File: src/rtl/c3lib_ckmux4_sel_ctrl.sv
// c3lib_ckmux4_sel_ctrl: sequences a 4:1 clock-mux select change behind a gated ck_en window.
// Optional test override of the selects is enabled by defining C3LIB_CKMUX4_SEL_TST_EN.
module c3lib_ckmux4_sel_ctrl #(
  parameter int unsigned GATE_WAIT   = 4,
  parameter int unsigned SETTLE_WAIT = 4
) (
  input  logic       clk,
  input  logic       rst_n,
  input  logic       req_valid,
  input  logic [1:0] req_sel,
`ifdef C3LIB_CKMUX4_SEL_TST_EN
  input  logic       tst_override,
  input  logic       tst_s0,
  input  logic       tst_s1,
`endif
  output logic       req_ready,
  output logic       s0,
  output logic       s1,
  output logic       ck_en,
  output logic       done,
  output logic       busy
);

  localparam int unsigned CNT_W = 8;
  localparam logic [CNT_W-1:0] GATE_LOAD   = CNT_W'(GATE_WAIT - 1);
  localparam logic [CNT_W-1:0] SETTLE_LOAD = CNT_W'(SETTLE_WAIT - 1);

  typedef enum logic [1:0] {
    IDLE     = 2'd0,
    GATE_OFF = 2'd1,
    SETTLE   = 2'd2
  } state_e;

  state_e             state_q, state_d;
  logic [CNT_W-1:0]   cnt_q, cnt_d;
  logic [1:0]         sel_q, sel_d;
  logic [1:0]         tgt_q, tgt_d;
  logic               ck_en_q, ck_en_d;
  logic               done_q, done_d;
  logic               ready_q, ready_d;
  logic               busy_q, busy_d;
  logic               freeze_c;
  logic               accept_c;

  assign accept_c = req_valid & req_ready;

  // State and output registers; reset forces the safe select 00 with the clock enabled.
  always_ff @(posedge clk) begin
    if (!rst_n) begin
      state_q <= IDLE;
      cnt_q   <= '0;
      sel_q   <= 2'b00;
      tgt_q   <= 2'b00;
      ck_en_q <= 1'b1;
      done_q  <= 1'b0;
      ready_q <= 1'b0;
      busy_q  <= 1'b0;
    end else begin
      state_q <= state_d;
      cnt_q   <= cnt_d;
      sel_q   <= sel_d;
      tgt_q   <= tgt_d;
      ck_en_q <= ck_en_d;
      done_q  <= done_d;
      ready_q <= ready_d;
      busy_q  <= busy_d;
    end
  end

  // Next-state: gate the clock, switch the select mid-window, then re-enable.
  always_comb begin
    state_d = state_q;
    cnt_d   = cnt_q;
    sel_d   = sel_q;
    tgt_d   = tgt_q;
    ck_en_d = ck_en_q;
    done_d  = 1'b0;
    if (!freeze_c) begin
      case (state_q)
        IDLE: begin
          if (accept_c) begin
            if (req_sel == sel_q) begin
              done_d = 1'b1;
            end else begin
              tgt_d   = req_sel;
              ck_en_d = 1'b0;
              cnt_d   = GATE_LOAD;
              state_d = GATE_OFF;
            end
          end
        end
        GATE_OFF: begin
          if (cnt_q == '0) begin
            sel_d   = tgt_q;
            cnt_d   = SETTLE_LOAD;
            state_d = SETTLE;
          end else begin
            cnt_d = cnt_q - CNT_W'(1);
          end
        end
        SETTLE: begin
          if (cnt_q == '0) begin
            ck_en_d = 1'b1;
            done_d  = 1'b1;
            state_d = IDLE;
          end else begin
            cnt_d = cnt_q - CNT_W'(1);
          end
        end
        default: begin
          state_d = IDLE;
          ck_en_d = 1'b1;
        end
      endcase
    end
    ready_d = (state_d == IDLE);
    busy_d  = (state_d != IDLE);
  end

`ifdef C3LIB_CKMUX4_SEL_TST_EN
  // Test override takes the mux pins directly and holds the FSM frozen.
  assign freeze_c  = tst_override;
  assign s0        = tst_override ? tst_s0 : sel_q[0];
  assign s1        = tst_override ? tst_s1 : sel_q[1];
  assign ck_en     = tst_override | ck_en_q;
  assign req_ready = ~tst_override & ready_q;
  assign done      = ~tst_override & done_q;
`else
  assign freeze_c  = 1'b0;
  assign s0        = sel_q[0];
  assign s1        = sel_q[1];
  assign ck_en     = ck_en_q;
  assign req_ready = ready_q;
  assign done      = done_q;
`endif
  assign busy = busy_q;

endmodule

File: config.mk
export PLATFORM = sky130hd
export DESIGN_NAME = c3lib_ckmux4_sel_ctrl
export DESIGN_NICKNAME = d
export VERILOG_FILES = /design/src/rtl/c3lib_ckmux4_sel_ctrl.sv
export SDC_FILE = /design/constraint.sdc
export NUM_CORES = 1
export LEC_CHECK = 0
export BUFFER_PORTS_ARGS = -buffer_cell sky130_fd_sc_hd__buf_2
export CAP_MARGIN = 20
export CORE_UTILIZATION = 50
export CTS_BUF_LIST = sky130_fd_sc_hd__clkbuf_8
export DETAILED_ROUTE_END_ITERATION = 7
export PLACE_DENSITY_LB_ADDON = 0.1
export SLEW_MARGIN = 20
export SYNTH_ARGS = -nofsm -noshare
export SYNTH_HDL_FRONTEND = slang
export SYNTH_SLANG_ARGS = --single-unit
File: constraint.sdc
create_clock -name clk -period 3.2 [get_ports clk]
set_clock_uncertainty 0.1 [all_clocks]
set_input_delay 0.8 -clock clk [delete_from_list [all_inputs] [get_ports clk]]
set_output_delay 0.8 -clock clk [all_outputs]
set_load 0.02 [all_outputs]
==> summary.md <==
| Metric | Value |
|---|---|
| Worst-path clk slew | 0.07 ns |
| GR Util met3 | 5.28% |
| # IOs | 11 |
| Core area | 0.00196 mm2 |
| Clock power frac | 22.0% |
| Switching Fraction | 38.8% |
| Mapped Nets | 133 |
| Initial detailed-routing violation count | 35 |
| Ant diodes | 0 |
| Largest net degree at the start of global routing | 15 |
| Seq/Total Area, Yosys | 34.8% |
| Relative slew slack | 55.0% |
| Crit-path slowest cell | a2111oi_4 |
| Crit path kind | register to register |
| Synthesized flop and latch total | 18 |
| Slew @ Worst Pin | 0.669 ns |
| CP startpoint kind | register |
| Number of synthesized flops with an enable pin | 0 |
| Sequential share of power | 37.9% |
| Layout area overhead | 9.79% |
| Max incr delay on CP | 0.47 ns |
| Netlist Area Pre-Place | 0.00103 mm2 |
| Synth cell types | 33 |
| GR Util met1 | 26.9% |
| CP Max Fanout | 9 |
| Final WL | 2140 um |
| Syn. warnings | 0 |
| Post-DRT Antenna Nets | 0 |
| Nets | 142 |
| Max Root-Sink Buffers | 2 |
| Final TNS setup | 0 ns |
| CTS Hold Bufs | 0 |
| Final HPWL DP | 1570 um |
| Vias in the first global route | 782 |
| Most common cell after layout, fill and taps aside | dfxtp_1 |
| Ys async rst share | 0% |
| CTS tree | done |
| Worst skew pair latency | 0.25 ns |
| Fin. Hold Viols | 0 |
| First-pass GRT wire length | 3290 um |
| Outcome | finished clean |
| Busiest grt layer | met2 |
| Vias/cell | 5.91 |
| Pleak | 0.000435 uW |
| Power Density | 628 mW/mm2 |
| CP delay by family, top | compound AO/OA/AOI/OAI gates |
| RSZ-0062 raised after global routing | no |
| Vias | 922 |
| Minimum clock period after layout | 2.39 ns |
| Antenna violations before repair | 0 |
| Finished Core Util | 57.9% |
| Endpoints failing setup | 0 |
| Port Buffers | 10 |
| Commonest non-fill, non-tap cells in the layout | 18 x dfxtp_1, 12 x a21oi_1, 11 x nand2_1 |
| Avg Inst Size Synth | 8.48 um2 |
| Switching pwr | 276 uW |
| Worst ir drop on vdd | 0.000484 V |
| Post_cts resized | 0 |
| Post-CTS Setup Bufs | 0 |
| Fillers | 200 |
| Die W | 47.5 um |
| RD Place Congestion | 0.895 |
| CP cell instances | inv_1 > ha_1 > o21ai_0 > a2111oi_4 > or4b_1 > a31oi_1 |
| Overflow after GRT | 0 |
| Share of layout cells above drive strength 1 | 14.7% |
| Root Driver | clkbuf_8 |
| Fmax | 418 MHz |
| Combinational Power Share | 40.2% |
| Synth Instances | 122 |
| H-tree levels | 1 |
| Worst min-delay path class | register to register |
| Die height | 47.5 um |
| GR Util met2 | 34.5% |
| Pins Over Slew Limit | 0 |
| Period utilisation layout | 74.8% |
| DR WL/cell | 13.7 um |
| GRT Util Overall | 20.9% |
| TritonCTS Buffers | 3 |
| Main synth FF type | dfxtp_1 |
| # rows | 16 |
| Die ar. | 0.00226 mm2 |
| MaxCap Viol Count | 0 |
| Worst path required time | 3.28 ns |
| Buf+Inv Stages, Crit Path | 1 |
| CTS sink cnt | 18 |
| Arr. time, crit path | 2.47 ns |
| DRC Markers | 0 |
| Setup crit end kind | register |
| DRT Pass-1 Iters | 4 |
| Int Pwr | 437 uW |
| Initial Utilization | 52.7% |
==> registers in the layout, indices dropped and copies added, names as in the netlist <==
name	flops
busy	1
cnt_q	8
done	1
tgt_q	2
sel_q	2
req_ready	1
ck_en	1
state_q	2
==> synthesized netlist by cell type (2+ instances only) <==
cell type / instances / area share, %
a21o_1: 2 / 1.5
a21oi_1: 12 / 5.8
a221oi_1: 2 / 1.7
a22oi_1: 2 / 1.5
a31oi_1: 7 / 4.2
and2_1: 2 / 1.2
clkbuf_1: 5 / 1.8
dfxtp_1: 18 / 35
ha_1: 6 / 7.3
inv_1: 6 / 2.2
mux2i_1: 2 / 1.9
nand2_1: 11 / 4.0
nand3_1: 6 / 2.9
nand3b_1: 2 / 1.5
nor2_1: 10 / 3.6
nor4_1: 4 / 2.4
o211ai_1: 2 / 1.5
o21ai_0: 7 / 3.4
xor2_2: 2 / 3.1
==> worst register-to-register path, delay by kind of cell (launching register included) <==
kind | cells | cell delay, ns
flip-flops | 1 | 0.34
AO/OA/AOI/OAI | 3 | 0.95
AND/OR/NAND/NOR | 1 | 0.46
adder cells (fa/ha/maj) | 1 | 0.37
buffers and inverters | 1 | 0.10
==> final timing paths <==
path | end | slack [ns] | startpoint | depth (start not counted)
setup / recovery | cnt_q[7] | 0.81 | state_q[1] | 6
hold / removal | sel_q[0] | 0.37 | tgt_q[0] | 2
setup reg to reg | cnt_q[7] | 0.81 | state_q[1] | 6
hold reg to reg | sel_q[0] | 0.37 | tgt_q[0] | 2
==> power by group through the flow <==
stage	clock, uW	combinational (uW)	sequential, uW
2_1_floorplan	0	209	287
3_3_place_gp	0	281	275
3_5_place_dp	0	281	275
4_1_cts	161	283	270
5_1_grt	167	318	274
6_report	157	286	270
==> per-stage QoR <==
step | hold WS (ns) | std cells | worst slack [ns] | area [um2] | total power (uW)
global route | 0.410 | 156 | 0.644 | 1140 | 759
detailed placement | 0.370 | 153 | 0.598 | 1090 | 556
floorplan | 0.343 | 122 | 0.840 | 1030 | 496
CTS | 0.379 | 156 | 0.839 | 1140 | 713
global placement | 0.353 | 153 | 0.628 | 1090 | 556
finish | 0.375 | 156 | 0.807 | 1140 | 713
==> cells by family after synthesis <==
logic type,Yosys count,synth area share (%)
AOI/OAI and AO/OA,43,30.0
xor gates and xnor gates,2,3.14
adders and majority gates,6,7.25
buffers and inverters,12,4.47
DFF,18,34.8
muxes,2,1.93
and+or+nand+nor,39,18.4
==> cell type report <==
cell class / instances / area [um2] / area share, %
Inverter: 6 / 22.5 / 1.98
Tap cell: 27 / 33.8 / 2.97
Multi-Input combinational cell: 92 / 628 / 55.3
Clock buffer: 3 / 41.3 / 3.63
Timing Repair Buffer: 10 / 50.0 / 4.41
Sequential cell: 18 / 360 / 31.7
==> per-layer routing <==
metal,vias to the layer above,routed length (um)
met2,23,1010
met1,433,1010
met5,-,0
li1,464,-
met3,2,96
met4,0,21
Note: power is estimated with default switching activity, not from simulation.
